$ cat config.mk
export PLATFORM = sky130hd
export DESIGN_NAME = bypass_bin_scheduler_flat
export DESIGN_NICKNAME = d
export VERILOG_FILES = /design/src/rtl/bypass_bin_scheduler_if.sv /design/src/rtl/bypass_bin_scheduler.sv /design/src/flat_wrapper.sv
export SDC_FILE = /design/constraint.sdc
export NUM_CORES = 1
export LEC_CHECK = 0
export CAP_MARGIN = 5
export CORE_MARGIN = 2
export CORE_UTILIZATION = 45
export CTS_BUF_LIST = sky130_fd_sc_hd__clkbuf_4
export DETAILED_ROUTE_END_ITERATION = 10
export DONT_BUFFER_PORTS = 1
export PLACE_DENSITY = 0.64
export SLEW_MARGIN = 20
export SYNTH_ARGS = -nofsm -noshare
export SYNTH_HDL_FRONTEND = slang
export SYNTH_SLANG_ARGS = --single-unit
$ cat constraint.sdc
create_clock -name clk -period 5.2 [get_ports clk]
set_clock_uncertainty 0.15 [all_clocks]
set_input_delay 1.3 -clock clk [delete_from_list [all_inputs] [get_ports clk]]
set_output_delay 1.3 -clock clk [all_outputs]
set_load 0.01 [all_outputs]
$ cat src/rtl/bypass_bin_scheduler_if.sv
// Request/result handshake bundle for the bypass-bin scheduler.
// The requester (entropy decoder control) is the master; the scheduler is the slave.
interface bypass_bin_scheduler_if #(
    parameter int MAX_BINS = 16,
    parameter int CNT_W    = 5
);
    logic                req_valid;
    logic                req_ready;
    logic [CNT_W-1:0]    req_num;
    logic [8:0]          req_range;
    logic                res_valid;
    logic                res_ready;
    logic [MAX_BINS-1:0] res_bins;
    logic [CNT_W-1:0]    res_count;

    modport master (
        output req_valid, req_num, req_range, res_ready,
        input  req_ready, res_valid, res_bins, res_count
    );

    modport slave (
        input  req_valid, req_num, req_range, res_ready,
        output req_ready, res_valid, res_bins, res_count
    );
endinterface

$ cat src/rtl/bypass_bin_scheduler.sv
// Bypass-bin scheduler: splits a multi-bin bypass request into chunks of up
// to four bins, drives the 4-lane DecodeBinEP datapath, owns m_value between
// chunks and returns the packed bins through a valid/ready result port.
module bypass_bin_scheduler #(
    parameter int MAX_BINS = 16,
    parameter int CNT_W    = 5
) (
    input  logic                   clk,
    input  logic                   rst,
    input  logic                   init_valid,
    input  logic [15:0]            init_value,
    bypass_bin_scheduler_if.slave  bus,
    output logic [8:0]             dp_m_range,
    output logic [1:0]             dp_n_bin,
    output logic [15:0]            dp_m_value_in,
    output logic [3:0]             dp_new_bits,
    input  logic [3:0]             dp_bin_out,
    input  logic [15:0]            dp_m_value_out,
    input  logic [4:0]             bit_level,
    input  logic [3:0]             bit_data,
    output logic [2:0]             bit_pop,
    output logic [15:0]            value_out,
    output logic                   busy
);

    typedef enum logic [1:0] {IDLE, RUN, DONE} state_t;

    localparam logic [CNT_W-1:0] MAX_CNT = CNT_W'(MAX_BINS);

    state_t              state, state_nxt;
    logic [15:0]         m_value;
    logic [8:0]          range_q;
    logic [CNT_W-1:0]    remaining;
    logic [CNT_W-1:0]    remaining_nxt;
    logic [CNT_W-1:0]    res_count_q;
    logic [CNT_W-1:0]    num_clamped;
    logic [MAX_BINS-1:0] bins_acc;
    logic [2:0]          chunk;
    logic [3:0]          chunk_bins;
    logic                issue;
    logic                accept;

    // Chunk sizing, issue decision and lane-ordered bin field for this cycle
    always_comb begin
        chunk         = (remaining >= CNT_W'(4)) ? 3'd4 : remaining[2:0];
        issue         = (state == RUN) && (bit_level >= {2'b00, chunk});
        accept        = (state == IDLE) && !init_valid && bus.req_valid;
        num_clamped   = (bus.req_num > MAX_CNT) ? MAX_CNT : bus.req_num;
        remaining_nxt = remaining - CNT_W'(chunk);
        // lane 0 is the first decoded bin, so it lands in the chunk's MSB
        case (chunk)
            3'd1:    chunk_bins = {3'b000, dp_bin_out[0]};
            3'd2:    chunk_bins = {2'b00, dp_bin_out[0], dp_bin_out[1]};
            3'd3:    chunk_bins = {1'b0, dp_bin_out[0], dp_bin_out[1], dp_bin_out[2]};
            3'd4:    chunk_bins = {dp_bin_out[0], dp_bin_out[1], dp_bin_out[2], dp_bin_out[3]};
            default: chunk_bins = 4'b0000;
        endcase
    end

    // Next-state selection
    always_comb begin
        state_nxt = state;
        case (state)
            IDLE: if (accept) state_nxt = (num_clamped == '0) ? DONE : RUN;
            RUN:  if (issue && (remaining_nxt == '0)) state_nxt = DONE;
            DONE: if (bus.res_ready) state_nxt = IDLE;
            default: state_nxt = IDLE;
        endcase
    end

    // Handshake and per-cycle datapath controls; forced quiet while in reset
    always_comb begin
        bus.req_ready = 1'b0;
        bit_pop       = '0;
        dp_n_bin      = '0;
        if (!rst) begin
            bus.req_ready = (state == IDLE) && !init_valid;
            if (issue) begin
                bit_pop  = chunk;
                dp_n_bin = 2'(chunk - 3'd1);
            end
        end
    end

    // State register
    always_ff @(posedge clk or posedge rst) begin
        if (rst) state <= IDLE;
        else     state <= state_nxt;
    end

    // m_value, latched range and bin accumulation across chunks
    always_ff @(posedge clk or posedge rst) begin
        if (rst) begin
            m_value     <= '0;
            range_q     <= '0;
            remaining   <= '0;
            res_count_q <= '0;
            bins_acc    <= '0;
        end else begin
            case (state)
                IDLE: begin
                    if (init_valid) begin
                        m_value <= init_value;
                    end else if (bus.req_valid) begin
                        range_q     <= bus.req_range;
                        remaining   <= num_clamped;
                        res_count_q <= num_clamped;
                        bins_acc    <= '0;
                    end
                end
                RUN: begin
                    if (issue) begin
                        m_value   <= dp_m_value_out;
                        bins_acc  <= (bins_acc << chunk) | MAX_BINS'(chunk_bins);
                        remaining <= remaining_nxt;
                    end
                end
                default: ;
            endcase
        end
    end

    assign dp_m_value_in = m_value;
    assign dp_m_range    = range_q;
    assign dp_new_bits   = {bit_data[0], bit_data[1], bit_data[2], bit_data[3]};
    assign bus.res_valid = (state == DONE);
    assign bus.res_bins  = bins_acc;
    assign bus.res_count = res_count_q;
    assign value_out     = m_value;
    assign busy          = (state != IDLE);

endmodule

$ cat src/flat_wrapper.sv
// flat-port wrapper written by rule: the top's interface ports become plain ports
module bypass_bin_scheduler_flat 
#(
    parameter int MAX_BINS = 16,
    parameter int CNT_W    = 5
)
  (clk, rst, init_valid, init_value, dp_m_range, dp_n_bin, dp_m_value_in, dp_new_bits, dp_bin_out, dp_m_value_out, bit_level, bit_data, bit_pop, value_out, busy, bus_req_valid, bus_req_num, bus_req_range, bus_res_ready, bus_req_ready, bus_res_valid, bus_res_bins, bus_res_count);
  bypass_bin_scheduler_if #(.MAX_BINS(MAX_BINS), .CNT_W(CNT_W)) bus_i ();
  input  logic clk;
  input  logic rst;
  input  logic init_valid;
  input  logic [15:0] init_value;
  output logic [8:0] dp_m_range;
  output logic [1:0] dp_n_bin;
  output logic [15:0] dp_m_value_in;
  output logic [3:0] dp_new_bits;
  input  logic [3:0] dp_bin_out;
  input  logic [15:0] dp_m_value_out;
  input  logic [4:0] bit_level;
  input  logic [3:0] bit_data;
  output logic [2:0] bit_pop;
  output logic [15:0] value_out;
  output logic busy;
  input wire logic [$bits(bus_i.req_valid)-1:0] bus_req_valid;
  input wire logic [$bits(bus_i.req_num)-1:0] bus_req_num;
  input wire logic [$bits(bus_i.req_range)-1:0] bus_req_range;
  input wire logic [$bits(bus_i.res_ready)-1:0] bus_res_ready;
  output wire logic [$bits(bus_i.req_ready)-1:0] bus_req_ready;
  output wire logic [$bits(bus_i.res_valid)-1:0] bus_res_valid;
  output wire logic [$bits(bus_i.res_bins)-1:0] bus_res_bins;
  output wire logic [$bits(bus_i.res_count)-1:0] bus_res_count;
  assign bus_i.req_valid = bus_req_valid;
  assign bus_i.req_num = bus_req_num;
  assign bus_i.req_range = bus_req_range;
  assign bus_i.res_ready = bus_res_ready;
  assign bus_req_ready = bus_i.req_ready;
  assign bus_res_valid = bus_i.res_valid;
  assign bus_res_bins = bus_i.res_bins;
  assign bus_res_count = bus_i.res_count;
  bypass_bin_scheduler #(.MAX_BINS(MAX_BINS), .CNT_W(CNT_W)) u_core (.clk(clk), .rst(rst), .init_valid(init_valid), .init_value(init_value), .bus(bus_i), .dp_m_range(dp_m_range), .dp_n_bin(dp_n_bin), .dp_m_value_in(dp_m_value_in), .dp_new_bits(dp_new_bits), .dp_bin_out(dp_bin_out), .dp_m_value_out(dp_m_value_out), .bit_level(bit_level), .bit_data(bit_data), .bit_pop(bit_pop), .value_out(value_out), .busy(busy));
endmodule
== Yosys cells after proc, flatten, opt, wreduce, memory -nomap -nowiden ==
Index checks and enable logic that the tools add are counted.

* Output and inout port bits: 74
* Bits in registers: 53
* Input port bits: 64
* Logic and storage cells: 65

* Shifts and indexed selects: 1
* Reductions and logical operators: 14
* Order comparisons: 3
* Bitwise logic cells: 2
* $add $sub $neg: 2
* Muxes and demuxes: 24
* Equal/unequal tests: 13

{| class="wikitable"
|+ Operator list
! cell !! number
|-
| 2-to-1 mux 16 bit || 5
|-
| case mux 16 bit (2 select lines) || 2
|-
| 2-to-1 mux 5 bit || 4
|-
| bitwise OR 16 x 4 -> 16 bit || 1
|-
| case mux 4 bit (4 select lines) || 1
|-
| left shift 16 x 3 -> 16 bit || 1
|-
| 2-to-1 mux 2 bit || 6
|-
| zero test 5 bit || 2
|-
| inequality test 2 bit (second input constant) || 5
|-
| case mux 5 bit (2 select lines) || 1
|-
| 2-to-1 mux 3 bit || 3
|-
| AND reduction 3 bit || 3
|-
| equality test 3 x 2 -> 1 bit (second input constant) || 2
|-
| case mux 2 bit (3 select lines) || 1
|-
| greater-or-equal comparator 5 x 3 -> 1 bit || 1
|-
| greater-or-equal comparator 5 x 3 -> 1 bit (second input constant) || 1
|-
| > comparator 5 bit (second input constant) || 1
|-
| subtractor 5 x 3 -> 5 bit || 1
|-
| logical AND 1 bit || 4
|-
| inequality test 2 x 1 -> 1 bit (second input constant) || 2
|-
| AND reduction 4 bit || 1
|-
| nonzero test 2 bit || 2
|-
| equality test 3 x 1 -> 1 bit (second input constant) || 1
|-
| equality test 3 bit (second input constant) || 1
|-
| 7 further kinds || 7
|}

== Logic depth before layout (Yosys ltp) ==
Gate-level depths: netlist (run 1).

* Depth in word-level cells: 7
* Depth in mapped cells: 13

== Worst setup path before layout (run 1) ==
OpenSTA, ideal clock, no wires.

* Kind: input-to-output
* Start point: input bit_level[2]
* End point: output bit_pop[0]
* Stages on the path: 6
* Setup slack: 1.156 ns
* Arrival time: 2.594 ns
* Required time: 3.750 ns
* Path buffers: 1
* Cell sequence: ha_1 > or4_1 > a21o_2 > nand2_2 > buf_2 > nor3_1

* Longest elaborated chain between the ends: 4

{| class="wikitable"
|+ Ends and longest elaborated chain
! what !! line !! source
|-
| start, declared || flat_wrapper.sv:19 || <nowiki>input logic [4:0] bit_level;</nowiki>
|-
| greater-or-equal comparator 5 x 3 -> 1 bit || bypass_bin_scheduler.sv:46 || <nowiki>issue = (state == RUN) && (bit_level >= {2'b00, chunk});</nowiki>
|-
| logical AND 1 bit || bypass_bin_scheduler.sv:46 ||
|-
| 2-to-1 mux 3 bit || bypass_bin_scheduler.sv:78 || <nowiki>if (issue) begin</nowiki>
|-
| 2-to-1 mux 3 bit || bypass_bin_scheduler.sv:76 || <nowiki>if (!rst) begin</nowiki>
|-
| end, declared || flat_wrapper.sv:21 || <nowiki>output logic [2:0] bit_pop;</nowiki>
|}

No other way between the ends.

== Worst setup path in the final report (run 1) ==
* Start point: register u_core.remaining[2]
* End point: output bit_pop[1]

* Longest elaborated chain between the ends: 6

{| class="wikitable"
|+ Ends and longest elaborated chain
! what !! line !! source
|-
| start, declared || bypass_bin_scheduler.sv:33 || <nowiki>logic [CNT_W-1:0] remaining;</nowiki>
|-
| start signal, assigned || bypass_bin_scheduler.sv:106 || <nowiki>remaining <= num_clamped;</nowiki>
|-
| start signal, assigned || bypass_bin_scheduler.sv:115 || <nowiki>remaining <= remaining_nxt;</nowiki>
|-
| greater-or-equal comparator 5 x 3 -> 1 bit || bypass_bin_scheduler.sv:45 || <nowiki>chunk = (remaining >= CNT_W'(4)) ? 3'd4 : remaining[2:0];</nowiki>
|-
| 2-to-1 mux 3 bit (*) || bypass_bin_scheduler.sv:45 ||
|-
| greater-or-equal comparator 5 x 3 -> 1 bit || bypass_bin_scheduler.sv:46 ||
|-
| logical AND 1 bit || bypass_bin_scheduler.sv:46 ||
|-
| 2-to-1 mux 3 bit (*) || bypass_bin_scheduler.sv:78 ||
|-
| 2-to-1 mux 3 bit (*) || bypass_bin_scheduler.sv:76 ||
|}

Every way passes the cells marked *; elsewhere a longest branch is shown, timed or not.

==> impl_metrics.prom, run 1 <==
# TYPE chip_impl_metric gauge
chip_impl_metric{name="fin_util",unit=""} 0.456
chip_impl_metric{name="post-place-cells",unit=""} 431
chip_impl_metric{name="detailedRoute.firstPassIterationCount",unit=""} 4
chip_impl_metric{name="grt_start_max_net_pins",unit=""} 54
chip_impl_metric{name="synth_nets",unit=""} 444
chip_impl_info{name="rr_startpoint",value="u_core.remaining[2]"} 1
chip_impl_metric{name="viasPerCell",unit=""} 5.80
chip_impl_metric{name="path_clk_slew",unit="ns"} 0.17
chip_impl_metric{name="grt.total_usage",unit=""} 0.203
chip_impl_metric{name="synth.avg_cell_area",unit="sq um"} 8.99
chip_impl_metric{name="area_delta_synth_final",unit="%"} -1.57
chip_impl_metric{name="cts_setup_buffers",unit=""} 0
chip_impl_metric{name="relSlewSlack",unit=""} 0.311
chip_impl_info{name="r2r-end",value="u_core.dp_m_value_in[10]"} 1
chip_impl_metric{name="cts_repair_resize_count",unit=""} 0
chip_impl_metric{name="crit_arrival",unit="ns"} 3.23
chip_impl_metric{name="drv_cap",unit=""} 0
chip_impl_metric{name="cp_max_fo",unit=""} 18
chip_impl_metric{name="detail_route.iter0.violations",unit=""} 197
chip_impl_metric{name="yosysUniqueCellTypes",unit=""} 52
chip_impl_metric{name="cts_num_sinks",unit=""} 53
chip_impl_metric{name="power_density",unit="nW/um^2"} 701
chip_impl_metric{name="dpl-instance-area",unit="sq um"} 3230
chip_impl_metric{name="drt.antenna.violating_nets",unit=""} 0
chip_impl_metric{name="drc",unit=""} 0
chip_impl_metric{name="antenna_found_initial",unit=""} 0
chip_impl_metric{name="fin_nets",unit=""} 411
chip_impl_info{name="cp-endpoint",value="bit_pop[1]"} 1
chip_impl_metric{name="die_w",unit="um"} 90.2
chip_impl_info{name="startpoint_type",value="flop"} 1
chip_impl_metric{name="hpwl",unit="um"} 5580
chip_impl_metric{name="maximum_clock_rate",unit="GHz"} 0.213
chip_impl_metric{name="hold_buffers_post_cts",unit=""} 0
chip_impl_info{name="cp_cell_sequence",value="or3_1, clkinv_2, nand2_1, inv_1, ha_1, nand2b_4, a21o_2, nand2_2, nor3_1"} 1
chip_impl_metric{name="core_region_area",unit="sq um"} 7210
chip_impl_metric{name="first_global_vias",unit=""} 2669
chip_impl_metric{name="power.leakage",unit="nW"} 1.52
chip_impl_metric{name="avg_wl_per_cell",unit="um"} 18.2
chip_impl_metric{name="yosysWarnings",unit=""} 0
chip_impl_metric{name="floorplan.rows",unit=""} 31
chip_impl_metric{name="worstPathRequired",unit="ns"} 3.75
chip_impl_info{name="type_of_the_setup_path_with_the_least_slack",value="flop to primary output"} 1
chip_impl_info{name="critical_path.slowest_cell",value="sky130_fd_sc_hd__dfrtp_1"} 1
chip_impl_metric{name="critical_path.max_stage_delay",unit="ns"} 0.50
chip_impl_metric{name="critical_path.n_buffers_inverters",unit=""} 2
chip_impl_metric{name="vias",unit=""} 2545
chip_impl_metric{name="reg2regPathDepth",unit=""} 10
chip_impl_info{name="tritoncts",value="done"} 1
chip_impl_metric{name="critical_path_depth",unit=""} 9
chip_impl_metric{name="design.portCount",unit=""} 138
chip_impl_metric{name="numCtsBuffers",unit=""} 5
chip_impl_metric{name="fp.dieArea",unit="sq um"} 8140
chip_impl_metric{name="clockBufferDepth",unit=""} 2
chip_impl_info{name="mostFrequentLayoutCell",value="sky130_fd_sc_hd__nand2_1"} 1
chip_impl_metric{name="post_route_cells_drive_above_1_share",unit=""} 0.129
chip_impl_metric{name="grt_first_pass_wirelength",unit="um"} 13400
chip_impl_metric{name="finish.instance_area",unit="sq um"} 3290
chip_impl_info{name="crit_family",value="simple AND/OR/NAND/NOR gates"} 1
chip_impl_metric{name="htreeDepth",unit=""} 2
chip_impl_metric{name="max_slew.worst_pin.slew",unit="ns"} 1.03
chip_impl_metric{name="timing.final.crit_share",unit=""} 0.901
chip_impl_metric{name="setup_viol",unit=""} 0
chip_impl_info{name="layout.cells.most_common_list",value="sky130_fd_sc_hd__nand2_1, sky130_fd_sc_hd__dfrtp_1, sky130_fd_sc_hd__o21ai_0"} 1
chip_impl_info{name="hold_class",value="flop to flop"} 1
chip_impl_metric{name="hold_violations",unit=""} 0
chip_impl_metric{name="final_critical_path_setup_slack",unit="ns"} 0.515
chip_impl_info{name="result_of_the_run",value="finished, final reports clean"} 1
chip_impl_metric{name="ff2ff_setup_slack",unit="ns"} 1.27
chip_impl_metric{name="final_period_minus_worst_setup_slack",unit="ns"} 4.68
chip_impl_metric{name="wirelength",unit="um"} 7970
chip_impl_info{name="worst_setup_path_end_kind",value="primary output"} 1
chip_impl_metric{name="worst_ir_drop_vdd",unit="V"} 0.000172
chip_impl_metric{name="yosysSeqAreaShare",unit=""} 0.397
chip_impl_metric{name="antenna_cell_count",unit=""} 0
chip_impl_metric{name="count_of_fill_cells_added_during_filler_insertion",unit=""} 741
chip_impl_info{name="root_buf_cell",value="sky130_fd_sc_hd__clkbuf_4"} 1
chip_impl_metric{name="grt_remaining_overflow",unit=""} 0
chip_impl_metric{name="pre_cts_slack",unit="ns"} 0.973
chip_impl_metric{name="start_util",unit=""} 0.464
chip_impl_metric{name="syn_inst_count",unit=""} 372
chip_impl_metric{name="clkLatencyLatePin",unit="ns"} 0.39
chip_impl_metric{name="stdcell_count",unit=""} 439
chip_impl_metric{name="die_height",unit="um"} 90.2
chip_impl_info{name="rsz_0062_raised_after_global_routing",value="false"} 1
chip_impl_metric{name="yosys_register_bits",unit=""} 53
chip_impl_metric{name="fin_tns_setup",unit="ns"} 0
chip_impl_metric{name="synth.cell_area",unit="sq um"} 3340
chip_impl_info{name="worst_hold_startpoint",value="u_core.bus.res_count[4]"} 1
chip_impl_metric{name="numPortBuffers",unit=""} 0
chip_impl_metric{name="place.gp.congestion",unit=""} 0.811
chip_impl_info{name="crit_start",value="u_core.remaining[2]"} 1
chip_impl_metric{name="slew_violations",unit=""} 0
[sequential cells by signal, summed over array words and instances (netlist names)]
register / cells
u_core.state: 2
u_core.bus.res_bins: 16
u_core.dp_m_range: 9
u_core.bus.res_count: 5
u_core.remaining: 5
u_core.dp_m_value_in: 16
[logic make-up (layout without fill, tap and decap cells)]
logic type,after synthesis,count (layout),synth area share
simple gates,152,152,0.200
compound gates,66,66,0.135
flops,53,53,0.397
buf+inv,51,19,0.0887
mux,40,40,0.146
fa+ha+maj,8,8,0.0299
other cells,1,1,0.00112
xor+xnor,1,1,0.00262
[Yosys cell counts, drive strengths merged]
cell     instances  area share
a2111oi          2       0.011
a211oi           5       0.015
a21boi           1      0.0022
a21o             2      0.0049
a21oi            9       0.013
a221o            3      0.0090
a221oi           1      0.0026
a222oi           1      0.0030
a22oi            2      0.0045
a31oi            3      0.0056
a32o             1      0.0030
a32oi            1      0.0026
and2             1      0.0019
and3             2      0.0037
buf             31       0.066
clkbuf          13       0.015
clkinv           1      0.0015
conb             1      0.0011
dfrtp           53        0.40
ha               8       0.030
inv              6      0.0067
mux2            21       0.082
mux2i           17       0.051
mux4             2       0.013
nand2           93        0.11
nand2b           5       0.012
nand3           19       0.028
nand3b           1      0.0022
nor2            14       0.016
nor2b            4      0.0075
nor3             6      0.0090
nor4             2      0.0037
nor4b            1      0.0026
o21a             3      0.0067
o21ai           28       0.042
o221ai           1      0.0026
o22ai            1      0.0019
o2bb2ai          2      0.0052
or2              1      0.0019
or3              1      0.0019
or4              2      0.0045
xnor2            1      0.0026
[metrics by stage]
| step | hold WS (ns) | power (mW) |
|---|---|---|
| after floorplan | 0.364 | 2.00 |
| after global placement | 0.383 | 2.08 |
| after detailed placement | 0.384 | 2.12 |
| after CTS | 0.426 | 2.33 |
| after global routing | 0.448 | 2.52 |
| final | 0.417 | 2.31 |
[final cells by class]
type / count / area [sq um] / share of cell area
Timing Repair Buffer: 4 / 30.0 / 0.00912
Clock inverter: 3 / 22.5 / 0.00684
Sequential cell: 53 / 1330 / 0.403
Tap cell: 99 / 124 / 0.0376
Clock buffer: 5 / 37.5 / 0.0114
Inverter: 7 / 27.5 / 0.00836
Multi-Input combinational cell: 268 / 1720 / 0.524
[how the worst min path moves through the flow]
stage	endpoint	slack (ns)	cells after the start
6_report	u_core.bus.res_count[4]	0.42	2
5_1_grt	u_core.dp_m_range[1]	0.45	2
4_1_cts	u_core.bus.res_count[4]	0.43	2
3_5_place_dp	u_core.dp_m_range[8]	0.38	2
3_3_place_gp	u_core.dp_m_range[8]	0.38	2
2_1_floorplan	u_core.bus.res_count[4]	0.36	2
[worst min-delay path, stage by stage (launching register included)]
cell	delay (ns)
sky130_fd_sc_hd__dfrtp_1	0.43
sky130_fd_sc_hd__nand2_1	0.06
sky130_fd_sc_hd__nand2_1	0.06
[routing by layer]
metal	routed length, um	GRT usage
met1	3360	0.247
met2	3920	0.345
met3	582	0.0595
met4	102	0.0654
met5	0	0
[report_power, final]
group          total (mW)  internal [mW]  switching, mW
Sequential          0.964          0.607          0.357
Clock               0.197         0.0541          0.143
Combinational        1.15          0.525          0.621
Power figures use the tool's default switching activity.
==> inputs of run 2 (changes only) <==
--- a/config.mk
+++ b/config.mk
@@ -5,6 +5,7 @@
 export SDC_FILE = /design/constraint.sdc
 export NUM_CORES = 1
 export LEC_CHECK = 0
+export ABC_AREA = 1
 export CAP_MARGIN = 5
 export CORE_MARGIN = 2
 export CORE_UTILIZATION = 45
==> run 2 against run 1 <==
Against the previous run:
- clock power about the same
- synthesized cell count increased by 23%
- synthesized area down 1.3%
- sequential cell count stayed put
- critical endpoint is now dp_n_bin[1]
- highest routed layer unchanged
==> impl_metrics.prom, run 2 <==
# TYPE chip_impl_metric gauge
chip_impl_metric{name="count_of_fill_cells_added_during_filler_insertion",unit=""} 741
chip_impl_metric{name="detailedRoute.firstPassIterationCount",unit=""} 4
chip_impl_metric{name="hold_violations",unit=""} 0
chip_impl_metric{name="synth.avg_cell_area",unit="sq um"} 7.22
chip_impl_metric{name="detail_route.iter0.violations",unit=""} 187
chip_impl_metric{name="cts_setup_buffers",unit=""} 0
chip_impl_metric{name="start_util",unit=""} 0.460
chip_impl_metric{name="syn_inst_count",unit=""} 457
chip_impl_metric{name="fin_nets",unit=""} 503
chip_impl_metric{name="clkLatencyLatePin",unit="ns"} 0.37
chip_impl_info{name="root_buf_cell",value="sky130_fd_sc_hd__clkbuf_4"} 1
chip_impl_metric{name="path_clk_slew",unit="ns"} 0.16
chip_impl_metric{name="fin_tns_setup",unit="ns"} 0
chip_impl_metric{name="drt.antenna.violating_nets",unit=""} 0
chip_impl_metric{name="worstPathRequired",unit="ns"} 3.75
chip_impl_metric{name="drc",unit=""} 0
chip_impl_metric{name="cts_repair_resize_count",unit=""} 0
chip_impl_metric{name="floorplan.rows",unit=""} 31
chip_impl_metric{name="power.net_switching",unit="mW"} 1.15
chip_impl_metric{name="numPortBuffers",unit=""} 0
chip_impl_metric{name="yosysWarnings",unit=""} 0
chip_impl_info{name="mostFrequentLayoutCell",value="sky130_fd_sc_hd__nand2_1"} 1
chip_impl_metric{name="seq_power_share",unit=""} 0.429
chip_impl_metric{name="die_w",unit="um"} 89.6
chip_impl_metric{name="internal-power",unit="mW"} 1.00
chip_impl_info{name="worst_setup_path_end_kind",value="primary output"} 1
chip_impl_metric{name="first_global_vias",unit=""} 2557
chip_impl_metric{name="share_clk_of_total_power",unit=""} 0.092
chip_impl_metric{name="hold_buffers_post_cts",unit=""} 0
chip_impl_metric{name="hpwl",unit="um"} 5830
chip_impl_metric{name="grt.total_usage",unit=""} 0.205
chip_impl_metric{name="maximum_clock_rate",unit="GHz"} 0.231
chip_impl_metric{name="synth_largest_type_area_fraction",unit=""} 0.402
chip_impl_metric{name="relSlewSlack",unit=""} 0.371
chip_impl_metric{name="pwr-share-comb",unit=""} 0.479
chip_impl_metric{name="grt_first_pass_wirelength",unit="um"} 12800
chip_impl_metric{name="fp.dieArea",unit="sq um"} 8040
chip_impl_metric{name="viasPerCell",unit=""} 5.37
chip_impl_metric{name="core_region_area",unit="sq um"} 7180
chip_impl_metric{name="antenna_cell_count",unit=""} 0
chip_impl_metric{name="power.leakage",unit="nW"} 1.64
chip_impl_metric{name="post_route_cells_drive_above_1_share",unit=""} 0.0810
chip_impl_metric{name="htreeDepth",unit=""} 2
chip_impl_metric{name="grt_start_max_net_pins",unit=""} 54
chip_impl_metric{name="cp_max_fo",unit=""} 16
chip_impl_metric{name="setup_viol",unit=""} 0
chip_impl_info{name="tritoncts",value="done"} 1
chip_impl_metric{name="power_density",unit="nW/um^2"} 657
chip_impl_metric{name="max_slew.worst_pin.slew",unit="ns"} 0.941
chip_impl_metric{name="synth_enable_flop_cells",unit=""} 0
chip_impl_info{name="layout.cells.most_common_list",value="sky130_fd_sc_hd__nand2_1, sky130_fd_sc_hd__nor2_1, sky130_fd_sc_hd__dfrtp_1"} 1
chip_impl_metric{name="numCtsBuffers",unit=""} 5
chip_impl_metric{name="drv_cap",unit=""} 0
chip_impl_metric{name="design.portCount",unit=""} 138
chip_impl_metric{name="crit_arrival",unit="ns"} 2.88
chip_impl_metric{name="slew_violations",unit=""} 0
chip_impl_metric{name="worst_ir_drop_vdd",unit="V"} 0.000243
chip_impl_metric{name="clockBufferDepth",unit=""} 2
chip_impl_info{name="post_synth_main_area_contributors",value="sky130_fd_sc_hd__dfrtp_1, sky130_fd_sc_hd__nand2_1, sky130_fd_sc_hd__nor2_1"} 1
chip_impl_metric{name="synth_nets",unit=""} 529
chip_impl_metric{name="area_delta_synth_final",unit="%"} -0.948
chip_impl_metric{name="final_period_minus_worst_setup_slack",unit="ns"} 4.33
chip_impl_metric{name="ys_async_sr_fraction",unit=""} 1.00
chip_impl_metric{name="yosysUniqueCellTypes",unit=""} 33
chip_impl_info{name="yosys_most_used_dff",value="sky130_fd_sc_hd__dfrtp_1"} 1
chip_impl_metric{name="yosysSeqAreaShare",unit=""} 0.402
chip_impl_info{name="hold_class",value="flop to flop"} 1
chip_impl_info{name="startpoint_type",value="flop"} 1
chip_impl_metric{name="antenna_found_initial",unit=""} 0
chip_impl_info{name="type_of_the_setup_path_with_the_least_slack",value="flop to primary output"} 1
chip_impl_metric{name="place.gp.congestion",unit=""} 0.831
chip_impl_metric{name="die_height",unit="um"} 89.6
chip_impl_info{name="synth.most_common_cell",value="sky130_fd_sc_hd__nand2_1"} 1
chip_impl_info{name="netlist.top_cell.by_area",value="sky130_fd_sc_hd__dfrtp_1"} 1
chip_impl_info{name="rsz_0062_raised_after_global_routing",value="false"} 1
chip_impl_metric{name="timing.final.crit_share",unit=""} 0.832
chip_impl_metric{name="synth.cell_area",unit="sq um"} 3300
chip_impl_metric{name="power.switching_fraction",unit=""} 0.534
chip_impl_metric{name="fin_util",unit=""} 0.456
chip_impl_metric{name="wirelength",unit="um"} 8010
chip_impl_metric{name="reg2regPathDepth",unit=""} 11
chip_impl_info{name="result_of_the_run",value="finished, final reports clean"} 1
chip_impl_metric{name="grt_remaining_overflow",unit=""} 0
chip_impl_metric{name="vias",unit=""} 2854
chip_impl_metric{name="min_delay_path_depth",unit=""} 2
chip_impl_info{name="ys_top_cells_by_count",value="sky130_fd_sc_hd__nand2_1, sky130_fd_sc_hd__nor2_1, sky130_fd_sc_hd__dfrtp_1"} 1
chip_impl_metric{name="cts_num_sinks",unit=""} 53
chip_impl_metric{name="avg_wl_per_cell",unit="um"} 15.1
chip_impl_metric{name="yosys_register_bits",unit=""} 53
[run 2: per-layer routing]
metal / vias to the layer above / track usage / part of all wire
li1: 1395 / - / -
met1: 1346 / 0.309 / 0.47
met2: 109 / 0.301 / 0.45
met3: 4 / 0.0466 / 0.075
met4: 0 / 0.0448 / 0.0071
met5: - / 0 / 0
[run 2: critical path, cell delays in order, from the launching register on]
cell	delay [ns]
sky130_fd_sc_hd__dfrtp_1	0.46
sky130_fd_sc_hd__nor2_4	0.16
sky130_fd_sc_hd__nand2_8	0.12
sky130_fd_sc_hd__nor2_4	0.15
sky130_fd_sc_hd__inv_1	0.28
sky130_fd_sc_hd__ha_1	0.41
sky130_fd_sc_hd__nand2_1	0.05
sky130_fd_sc_hd__nand3b_1	0.14
sky130_fd_sc_hd__nand3_1	0.14
sky130_fd_sc_hd__nand2_1	0.14
sky130_fd_sc_hd__inv_1	0.11
sky130_fd_sc_hd__nand2_1	0.11
sky130_fd_sc_hd__nor2_1	0.22
[run 2: final timing paths]
path | startpoint | to | slack [ns]
worst max-delay path | u_core.remaining[3] | dp_n_bin[1] | 0.87
worst min-delay path | u_core.dp_m_range[4] | u_core.dp_m_range[4] | 0.43
worst max register to register | u_core.remaining[3] | u_core.dp_m_value_in[4] | 1.92
worst min register to register | u_core.dp_m_range[4] | u_core.dp_m_range[4] | 0.43
max in group asynchronous | rst | u_core.bus.res_bins[8] | 3.59
min in group asynchronous | rst | u_core.remaining[4] | 0.85
[run 2: final cells by class]
type                            count  area, sq um  share of cell area
Multi-Input combinational cell    328         1580               0.482
Sequential cell                    53         1330               0.406
Inverter                           40          158              0.0482
Tap cell                           99          124              0.0379
Clock buffer                        5         37.5              0.0115
Clock inverter                      3         25.0             0.00765
Timing Repair Buffer                3         22.5             0.00689
[run 2: stage by stage]
stage	hold WS, ns	cells	total power [mW]	setup WS, ns	instance area, sq um
after global placement	0.387	523	1.94	1.31	3210
after global routing	0.466	531	2.37	0.611	3270
after floorplan	0.365	457	1.81	0.794	3300
final	0.428	531	2.15	0.874	3270
after CTS	0.427	531	2.16	0.873	3270
after detailed placement	0.388	523	1.96	1.23	3210
[run 2: cells by family (layout without fill, tap and decap cells)]
logic type / after synthesis / in the layout / share of synthesized area
adders and majority gates: 8 / 8 / 0.0303
buffers and inverters: 76 / 51 / 0.121
and+or+nand+nor: 252 / 252 / 0.316
other: 1 / 1 / 0.00114
DFF: 53 / 53 / 0.402
AOI/OAI and AO/OA: 67 / 67 / 0.130
[run 2: power groups by stage]
stage               Sequential (mW)  Clock [mW]  Combinational [mW]
floorplan                     0.830           0               0.985
global placement              0.930           0                1.01
detailed placement            0.929           0                1.03
CTS                           0.923       0.209                1.03
global route                  0.956       0.221                1.19
finish                        0.921       0.198                1.03
